[src/rtl/axi_ocp_rw_sched_pkg.sv]
// Shared types for the AXI-to-OCP burst scheduler: OCP/AXI encodings and scheduler states.
package axi_ocp_pkg;

   typedef enum logic [2:0] {
      OCP_CMD_IDLE = 3'd0,
      OCP_CMD_WR   = 3'd1,
      OCP_CMD_RD   = 3'd2
   } ocp_cmd_e;

   typedef enum logic [1:0] {
      OCP_RESP_NULL = 2'd0,
      OCP_RESP_DVA  = 2'd1,
      OCP_RESP_FAIL = 2'd2,
      OCP_RESP_ERR  = 2'd3
   } ocp_resp_e;

   typedef enum logic [1:0] {
      AXI_RESP_OKAY   = 2'b00,
      AXI_RESP_EXOKAY = 2'b01,
      AXI_RESP_SLVERR = 2'b10,
      AXI_RESP_DECERR = 2'b11
   } axi_resp_e;

   typedef enum logic [2:0] {
      ST_IDLE    = 3'd0,
      ST_WR_CMD  = 3'd1,
      ST_WR_DATA = 3'd2,
      ST_WR_RESP = 3'd3,
      ST_RD_CMD  = 3'd4,
      ST_RD_DATA = 3'd5
   } sched_state_e;

   localparam logic [1:0] AXI_OKAY   = 2'b00;
   localparam logic [1:0] AXI_SLVERR = 2'b10;

   // Arbiter request/grant bit positions.
   localparam int GNT_WR = 0;
   localparam int GNT_RD = 1;

   // Anything other than DVA is reported to the AXI master as a slave error.
   function automatic logic [1:0] map_resp(input logic [1:0] sresp);
      return (sresp == OCP_RESP_DVA) ? AXI_OKAY : AXI_SLVERR;
   endfunction

endpackage

[src/rtl/axi_ocp_rw_sched_arb.sv]
// Two-requester round-robin arbiter with a one-hot grant; bit 0 is write, bit 1 is read.
module rr_arb2 (
   input  logic       clk,
   input  logic       rst,
   input  logic [1:0] req,
   input  logic       en,
   output logic [1:0] gnt
);

   logic prefer_rd;

   always_comb begin
      gnt = 2'b00;
      if (en) begin
         if (req == 2'b11) begin
            gnt = prefer_rd ? 2'b10 : 2'b01;
         end else begin
            gnt = req;
         end
      end
   end

   // A grant is always accepted in the same cycle, so the pointer moves on every grant.
   always_ff @(posedge clk) begin
      if (rst) begin
         prefer_rd <= 1'b0;
      end else if (|gnt) begin
         prefer_rd <= gnt[0];
      end
   end

endmodule

[src/rtl/axi_ocp_rw_sched.sv]
// Schedules AXI read/write bursts onto one OCP master port, one burst in flight at a time.
module axi_ocp_rw_sched
   import axi_ocp_pkg::*;
#(
   parameter int IDW  = 4,
   parameter int AW   = 32,
   parameter int DW   = 32,
   parameter int LENW = 4
) (
   input  logic            clk,
   input  logic            rst,
   input  logic [IDW-1:0]  awid,
   input  logic [AW-1:0]   awaddr,
   input  logic [LENW-1:0] awlen,
   input  logic            awvalid,
   output logic            awready,
   input  logic [DW-1:0]   wdata,
   input  logic            wlast,
   input  logic            wvalid,
   output logic            wready,
   output logic [IDW-1:0]  bid,
   output logic [1:0]      bresp,
   output logic            bvalid,
   input  logic            bready,
   input  logic [IDW-1:0]  arid,
   input  logic [AW-1:0]   araddr,
   input  logic [LENW-1:0] arlen,
   input  logic            arvalid,
   output logic            arready,
   output logic [IDW-1:0]  rid,
   output logic [DW-1:0]   rdata,
   output logic [1:0]      rresp,
   output logic            rlast,
   output logic            rvalid,
   input  logic            rready,
   output logic [2:0]      MCmd,
   output logic [AW-1:0]   MAddr,
   output logic [LENW-1:0] MBurstLength,
   output logic [IDW-1:0]  MTagID,
   output logic            MDataValid,
   output logic [DW-1:0]   MData,
   output logic            MDataLast,
   output logic            MRespAccept,
   input  logic            SCmdAccept,
   input  logic            SDataAccept,
   input  logic [1:0]      SResp,
   input  logic [DW-1:0]   SData,
   input  logic            SRespLast,
   input  logic [IDW-1:0]  STagID,
   output logic            proto_err,
   output sched_state_e    state
);

   // Valid/ready: a transfer happens on a cycle where both are high; valid never waits on ready.
   sched_state_e    state_q, state_d;
   logic [IDW-1:0]  tag_q;
   logic [AW-1:0]   addr_q;
   logic [LENW-1:0] len_q;
   logic [LENW:0]   cnt_q;
   logic            perr_q;
   logic [1:0]      gnt;
   logic            arb_en;
   logic            beat_acc;
   logic            last_beat;
   logic            resp_valid;
   logic            stag_unused;

   // Only one burst is ever outstanding, so the returned tag carries no information.
   assign stag_unused = ^STagID;

   assign arb_en     = (state_q == ST_IDLE) && !rst;
   assign beat_acc   = (state_q == ST_WR_DATA) && wvalid && SDataAccept;
   assign last_beat  = (state_q == ST_WR_DATA) && (cnt_q == {1'b0, len_q});
   assign resp_valid = (SResp != OCP_RESP_NULL);
   assign proto_err  = perr_q;
   assign state      = state_q;

   rr_arb2 u_arb (
      .clk (clk),
      .rst (rst),
      .req ({arvalid, awvalid}),
      .en  (arb_en),
      .gnt (gnt)
   );

   always_ff @(posedge clk) begin
      if (rst) begin
         state_q <= ST_IDLE;
      end else begin
         state_q <= state_d;
      end
   end

   always_ff @(posedge clk) begin
      if (rst) begin
         tag_q  <= '0;
         addr_q <= '0;
         len_q  <= '0;
         cnt_q  <= '0;
         perr_q <= 1'b0;
      end else begin
         if (gnt[GNT_WR]) begin
            tag_q  <= awid;
            addr_q <= awaddr;
            len_q  <= awlen;
         end else if (gnt[GNT_RD]) begin
            tag_q  <= arid;
            addr_q <= araddr;
            len_q  <= arlen;
         end
         if (state_q == ST_IDLE) begin
            cnt_q <= '0;
         end else if (beat_acc) begin
            cnt_q <= cnt_q + (LENW+1)'(1);
         end
         // The beat count is authoritative; a disagreeing wlast is only flagged.
         perr_q <= beat_acc && (wlast != last_beat);
      end
   end

   always_comb begin
      state_d      = state_q;
      awready      = 1'b0;
      arready      = 1'b0;
      wready       = 1'b0;
      bid          = '0;
      bresp        = AXI_OKAY;
      bvalid       = 1'b0;
      rid          = '0;
      rdata        = '0;
      rresp        = AXI_OKAY;
      rlast        = 1'b0;
      rvalid       = 1'b0;
      MCmd         = OCP_CMD_IDLE;
      MAddr        = '0;
      MBurstLength = '0;
      MTagID       = '0;
      MDataValid   = 1'b0;
      MData        = '0;
      MDataLast    = 1'b0;
      MRespAccept  = 1'b0;
      case (state_q)
         ST_IDLE: begin
            awready = gnt[GNT_WR];
            arready = gnt[GNT_RD];
            if (gnt[GNT_WR]) begin
               state_d = ST_WR_CMD;
            end else if (gnt[GNT_RD]) begin
               state_d = ST_RD_CMD;
            end
         end
         ST_WR_CMD, ST_RD_CMD: begin
            MCmd         = (state_q == ST_WR_CMD) ? OCP_CMD_WR : OCP_CMD_RD;
            MAddr        = addr_q;
            MBurstLength = len_q;
            MTagID       = tag_q;
            if (SCmdAccept) begin
               state_d = (state_q == ST_WR_CMD) ? ST_WR_DATA : ST_RD_DATA;
            end
         end
         ST_WR_DATA: begin
            MDataValid = wvalid;
            MData      = wdata;
            wready     = SDataAccept;
            MDataLast  = last_beat;
            if (beat_acc && last_beat) begin
               state_d = ST_WR_RESP;
            end
         end
         ST_WR_RESP: begin
            bvalid      = resp_valid;
            bid         = tag_q;
            bresp       = resp_valid ? map_resp(SResp) : AXI_OKAY;
            MRespAccept = bready;
            if (resp_valid && bready) begin
               state_d = ST_IDLE;
            end
         end
         ST_RD_DATA: begin
            rvalid      = resp_valid;
            rdata       = SData;
            rlast       = SRespLast;
            rid         = tag_q;
            rresp       = resp_valid ? map_resp(SResp) : AXI_OKAY;
            MRespAccept = rready;
            if (resp_valid && rready && SRespLast) begin
               state_d = ST_IDLE;
            end
         end
         default: begin
            state_d = ST_IDLE;
         end
      endcase
   end

endmodule

[config.mk]
export PLATFORM = sky130hd
export DESIGN_NAME = axi_ocp_rw_sched
export DESIGN_NICKNAME = d
export VERILOG_FILES = /design/src/rtl/axi_ocp_rw_sched_pkg.sv /design/src/rtl/axi_ocp_rw_sched_arb.sv /design/src/rtl/axi_ocp_rw_sched.sv
export SDC_FILE = /design/constraint.sdc
export NUM_CORES = 1
export LEC_CHECK = 0
export BUFFER_PORTS_ARGS = -buffer_cell sky130_fd_sc_hd__buf_2
export CORE_AREA = 2 2 113 115
export DETAILED_ROUTE_END_ITERATION = 12
export DIE_AREA = 0 0 115 117
export PLACE_DENSITY_LB_ADDON = 0.08
export SKIP_LAST_GASP = 1
export SYNTH_ARGS = -nofsm -noshare
export SYNTH_HDL_FRONTEND = slang
export SYNTH_SLANG_ARGS = --single-unit
[constraint.sdc]
create_clock -name clk -period 1.95 [get_ports clk]
set_input_delay 0.195 -clock clk [delete_from_list [all_inputs] [get_ports clk]]
set_output_delay 0.195 -clock clk [all_outputs]
set_load 0.005 [all_outputs]
==> metrics.cfg, run 1 <==
[power_and_ir_drop]
ir_worst_vdd_uv=454
powerDensity_nw_per_um2=942
p_leak_uw=0.00272

[yosys]
synth_top_family_by_area=simple AND/OR/NAND/NOR gates
postSynth.asyncResetShare=0
yosysWarnings=0
synth-compound-area-share=0.155
synth_top_area_frac=0.315
synth.area.top_cells=dfxtp_1, and2_1, a311oi_1, nand2_1, nor2_1
synthSimpleGateAreaFrac=0.428
synthMuxAreaShare=0.00315
yosysTopAreaCell=dfxtp_1
yosysSeqAreaShare=0.315
avgSynthCellArea_um2=7.33
synth-main-ff-cell=dfxtp_1
synth_adder_area_share=0.00394
synthXorXnorAreaFrac=0.0275
syn_inst=434
ys_seq_elements=50
syn-cell-area_um2=3180
synth_cell_types=40
synth_edf_count=0

[setup_path]
path_class=flip-flop to output port
end_kind=output port
crit_chain=buf_4 -> nor2_2 -> buf_4 -> and2_1 -> buf_2
reg2reg_slack_ps=190
worstPathArrival_ps=1640
crit_fanout=17
worstPathRequired_ps=1750
worstSetupStartpointType=flip-flop
reg2reg_depth=6
cpPeakStageDelay_ps=380
critPathSlowestCell=dfxtp_1
r2r_end=state[2]
reg2reg_from=state[1]
crit_top_cell=buf_4

[final_layout]
nets=866
final_cell_mix=buf_2, and2_1, nand2_1, nor2_1, dfxtp_1
final_util=0.403
final_common_cell=buf_2
final_layout_size_suffix_gt1_frac=0.454
syn2layout_area_growth_pct=56.2
antenna_cells=0

[detailed_routing]
vias=3839
dr.pass1.iters=4
routedWlPerCell_um=14.5
drc=0
drt-vias-per-instance=4.49
ant_nets=0
initialDrtViolationCount=190
wl_um=12400

[global_routing]
antenna_found_initial=0
overflow=0
grt_start_max_net_pins=47
grtUsageTotal=0.172
grt_pass1_vias=3446
grt_pass1_wl_um=18100

[place]
place.gp.congestion=0.880
hpwl_um=9480
io_buffer_count=285

[outcome]
status=complete, no violations

[sta]
hold-worst-slack_ps=157
finalSetupViolations=0
drv_slew=0
fin_tns_setup_ps=0
min_period_ps=1830
period_share=0.940
tightest_slew_ps=557
finalHoldViolCount=0
fin_skew_ps=7.95
slew_headroom=0.628
fmax_ghz=0.546

[floorplan]
io_pins=293
fp.dieH_um=117
dieArea_um2=13500
start_util=0.258
coreArea_um2=12300
fp-row-count=41
dieWidth_um=115

[clock_tree]
cts_sinks=50
htree_levels=2
insertion_delay_ps=290
cts_hold_buf=0
path_clk_slew_ps=70
cts-root-buf=clkbuf_16
clock_path_buffers=2
cts_made_buffers=5
cts_tree=done

[hold_path]
hold_path_depth=3
hold_path_end=addr_q[9]
worstHoldStart=awaddr[9]
hp-class=input pin to flip-flop

[run]
maxCapViolCount=0

[worst max-delay path: cells and delay by family (launching register included)]
kind                   cells  cell delay (ps)
buffers and inverters      3              560
flip-flops                 1              380
AND/OR/NAND/NOR            2              410
[worst max path at each step]
stage                     slack [ps]               to     start
after global routing              -3          awready  state[2]
final                            120  MBurstLength[0]  state[1]
after detailed placement         160       addr_q[30]  state[2]
after global placement           180       addr_q[18]  state[2]
after floorplan                  300         state[2]  state[0]
after CTS                        -30          awready  state[2]
[registers in the layout, indices dropped and copies added (netlist names)]
register	count
addr_q	32
cnt_q	5
len_q	4
tag_q	4
state	3
proto_err	1
u_arb.prefer_rd	1
[cells in the mapped netlist (2+ instances only)]
master	number
dfxtp_1	50
buf_4	3
xor2_1	7
nand2b_1	2
buf_2	12
inv_1	3
buf_6	2
a311oi_1	41
nand2_1	82
a22o_1	2
nand4_1	2
and3b_1	2
and2_1	117
nor2_1	50
nor3_1	3
o21ai_0	2
o21a_1	3
clkbuf_1	24
xnor2_1	3
and3_1	3
a21oi_1	2
[metrics by stage]
stage	power, µW	cells	cell area (µm²)	setup slack (ps)
floorplan	2760	436	3190	300
global placement	3720	846	4780	176
detailed placement	3740	846	4780	155
CTS	4730	854	4940	-30.9
global route	5070	855	4970	-3.40
finish	4680	855	4970	117
[cell type report]
cell class              instances  area, µm²
well taps                     150        188
inverters                       4       15.0
repair buffers                302       1590
multi-input cells             341       2000
fillers                      1333       7340
clock buffers                   7        153
flip-flops and latches         50       1010
clock inverters                 1       8.76
[report_power, final]
| group | switching, µW | leakage, µW | internal, µW |
|---|---|---|---|
| clock | 404 | 0.0000801 | 549 |
| combinational | 1230 | 0.00223 | 1030 |
| sequential | 186 | 0.000412 | 1280 |
[logic make-up after synthesis]
logic type	count (synthesis)
xor gates and xnor gates	10
and+or+nand+nor	268
DFF	50
AOI/OAI and AO/OA	58
adders and majority gates	1
muxes	1
buffers and inverters	45
other	1
[what timing repair did]
action                     4_1_cts  5_1_grt
setup endpoints to repair       26       82
gates resized for setup          1        5
buffers inserted                 0        1
[routing by layer]
metal  share of wire  vias to the layer above  routed length, µm  GRT usage
met2            0.47                      136               5830      0.289
li1                -                     1971                  -          -
met3           0.067                        9                832     0.0412
met5               0                        -                  0          0
met4          0.0091                        0                113     0.0369
met1            0.46                     1723               5660      0.225
Note: power is estimated with default switching activity, not from simulation.
==> run 2: changes to the inputs <==
CTS_CLUSTER_DIAMETER = 200   (was default)
clock period = 2.34 ns   (was 1.95 ns; I/O delays follow)
==> metrics.cfg, run 2 (synthesized netlist as in run 1, its figures left out) <==
[outcome]
status=complete, no violations

[setup_path]
worstPathArrival_ps=1910  ; +270 ps
worstPathRequired_ps=2110  ; +360 ps
crit_fanout=30  ; +13
worstSetupStartpointType=flip-flop
end_kind=output port
path_class=flip-flop to output port

[detailed_routing]
drc=0  ; unchanged
drt-vias-per-instance=4.51  ; +0.52%
initialDrtViolationCount=89  ; -53%
wl_um=12400  ; -0.18%
dr.pass1.iters=4  ; unchanged
vias=3823  ; -0.42%
routedWlPerCell_um=14.7  ; +0.76%
ant_nets=0  ; unchanged

[clock_tree]
htree_levels=2  ; unchanged
cts_hold_buf=0  ; unchanged
cts_setup_buffers=0  ; unchanged
post_cts_resized=0  ; -1
insertion_delay_ps=290  ; about the same
cts_sinks=50  ; unchanged
cts_tree=done
cts-root-buf=clkbuf_16
path_clk_slew_ps=70  ; about the same
clock_path_buffers=2  ; unchanged
cts_made_buffers=5  ; unchanged

[global_routing]
grt_pass1_vias=3477  ; +0.90%
overflow=0  ; unchanged
grt_pass1_wl_um=18100  ; -0.15%
grtUsageMet3=0.0422  ; +0.00103
antenna_found_initial=0  ; unchanged
use_met1=0.227  ; +0.00230
grtUsageTotal=0.170  ; -0.00147
busiest_layer=met2
gr-usage-met2=0.279  ; -0.00941
grt_start_max_net_pins=81  ; +72%

[sta]
fmax_ghz=0.466
period_share=0.918
min_period_ps=2150
tightest_slew_ps=549  ; -8.84 ps
fin_tns_setup_ps=0  ; unchanged
finalSetupViolations=0  ; unchanged
fin_skew_ps=3.89  ; -4.06 ps
slew_headroom=0.634  ; +0.00589
drv_slew=0  ; unchanged
finalHoldViolCount=0  ; unchanged
setup_ws_ps=193  ; +75.2 ps
rsz0062_at_grt=false

[final_layout]
largest-register=addr_q
reg_top3=addr_q: 32 flops, cnt_q: 5 flops
final_common_cell=buf_2
final-seq-area_um2=1000  ; -0.74%
final_layout_size_suffix_gt1_frac=0.443  ; -0.0106
syn2layout_area_growth_pct=52.7
multi_input_area_um2=1990  ; -0.75%
largest_register_ffs=32  ; unchanged
nFillCells=1324  ; -0.68%
nets=858  ; -0.92%
antenna_cells=0  ; unchanged
stdcell_area_um2=4850  ; -2.3%
layout.cells.non_filler=847  ; -0.94%
final_cell_mix=buf_2, and2_1, nand2_1, dfxtp_1, nor2_1

[power_and_ir_drop]
comb_power_share=0.483  ; about the same
p_leak_uw=0.00266  ; -2.1%
switching_share=0.397  ; +0.00787
clkPwrFrac=0.195  ; -0.009
seq_power_share=0.322  ; +0.009
p_switching_uw=1490  ; -18%
p_int_uw=2270  ; -21%
powerDensity_nw_per_um2=775  ; -18%
ir_worst_vdd_uv=332  ; -27%

[hold_path]
hp-class=input pin to flip-flop

[floorplan]
dieWidth_um=115  ; unchanged
fp-row-count=41  ; unchanged
fp.dieH_um=117  ; unchanged
start_util=0.258  ; unchanged
io_pins=293  ; unchanged
coreArea_um2=12300  ; unchanged
dieArea_um2=13500  ; unchanged

[place]
dp_slack_ps=424  ; +269 ps
placed_area_um2=4710  ; -1.4%
hpwl_um=9400  ; -0.78%
place.gp.congestion=0.902  ; +2.5%
io_buffer_count=285  ; unchanged
placed_cells=839  ; -0.83%

[run]
maxCapViolCount=0  ; unchanged

## run 2: cell types whose count changed in the layout (fill, tap and decap cells not counted), sizes merged
cell,delta
clkbuf,-1
buf,-8
clkinv,+1
## run 2: metrics by stage
step	util	hold slack [ps]	power, µW
2_1_floorplan	-	393	2300
3_3_place_gp	0.383	469	3060
3_5_place_dp	0.383	488	3080
4_1_cts	0.394	190	3840
5_1_grt	0.394	197	4110
6_report	0.394	197	3760
## run 2: power groups by stage
stage / sequential (µW) / clock [µW] / combinational, µW
after floorplan: 1150 / 0 / 1140
after global placement: 1220 / 0 / 1840
after detailed placement: 1230 / 0 / 1850
after CTS: 1210 / 773 / 1860
after global routing: 1250 / 808 / 2050
final: 1210 / 735 / 1820
## run 2: layer usage
layer	part of all wire	vias to the layer above	routed length [µm]
li1	-	1949	-
met1	0.46	1716	5720
met2	0.46	145	5690
met3	0.068	13	848
met4	0.013	0	157
met5	0	-	0
## run 2: worst max-delay path, cell delays in order, from the launching register on
cell and delay (ps):
dfxtp_1 580, and3b_1 430, buf_4 310, and2_1 180, buf_2 120
## run 2: path summary, 6_finish.rpt
path	start	end	slack, ps	cells after the start
max	state[0]	rdata[9]	190	4
min	awid[3]	tag_q[3]	200	3
max reg2reg	state[2]	state[2]	430	5
min reg2reg	addr_q[4]	addr_q[4]	490	2
## run 2: area by class of cell
type / instances / area share
tap: 150 / 0.0387
timing repair buffer: 294 / 0.313
clock buffer: 6 / 0.0266
inverter: 4 / 0.00309
clock inverter: 2 / 0.00284
multi-input combinational: 341 / 0.410
sequential: 50 / 0.206
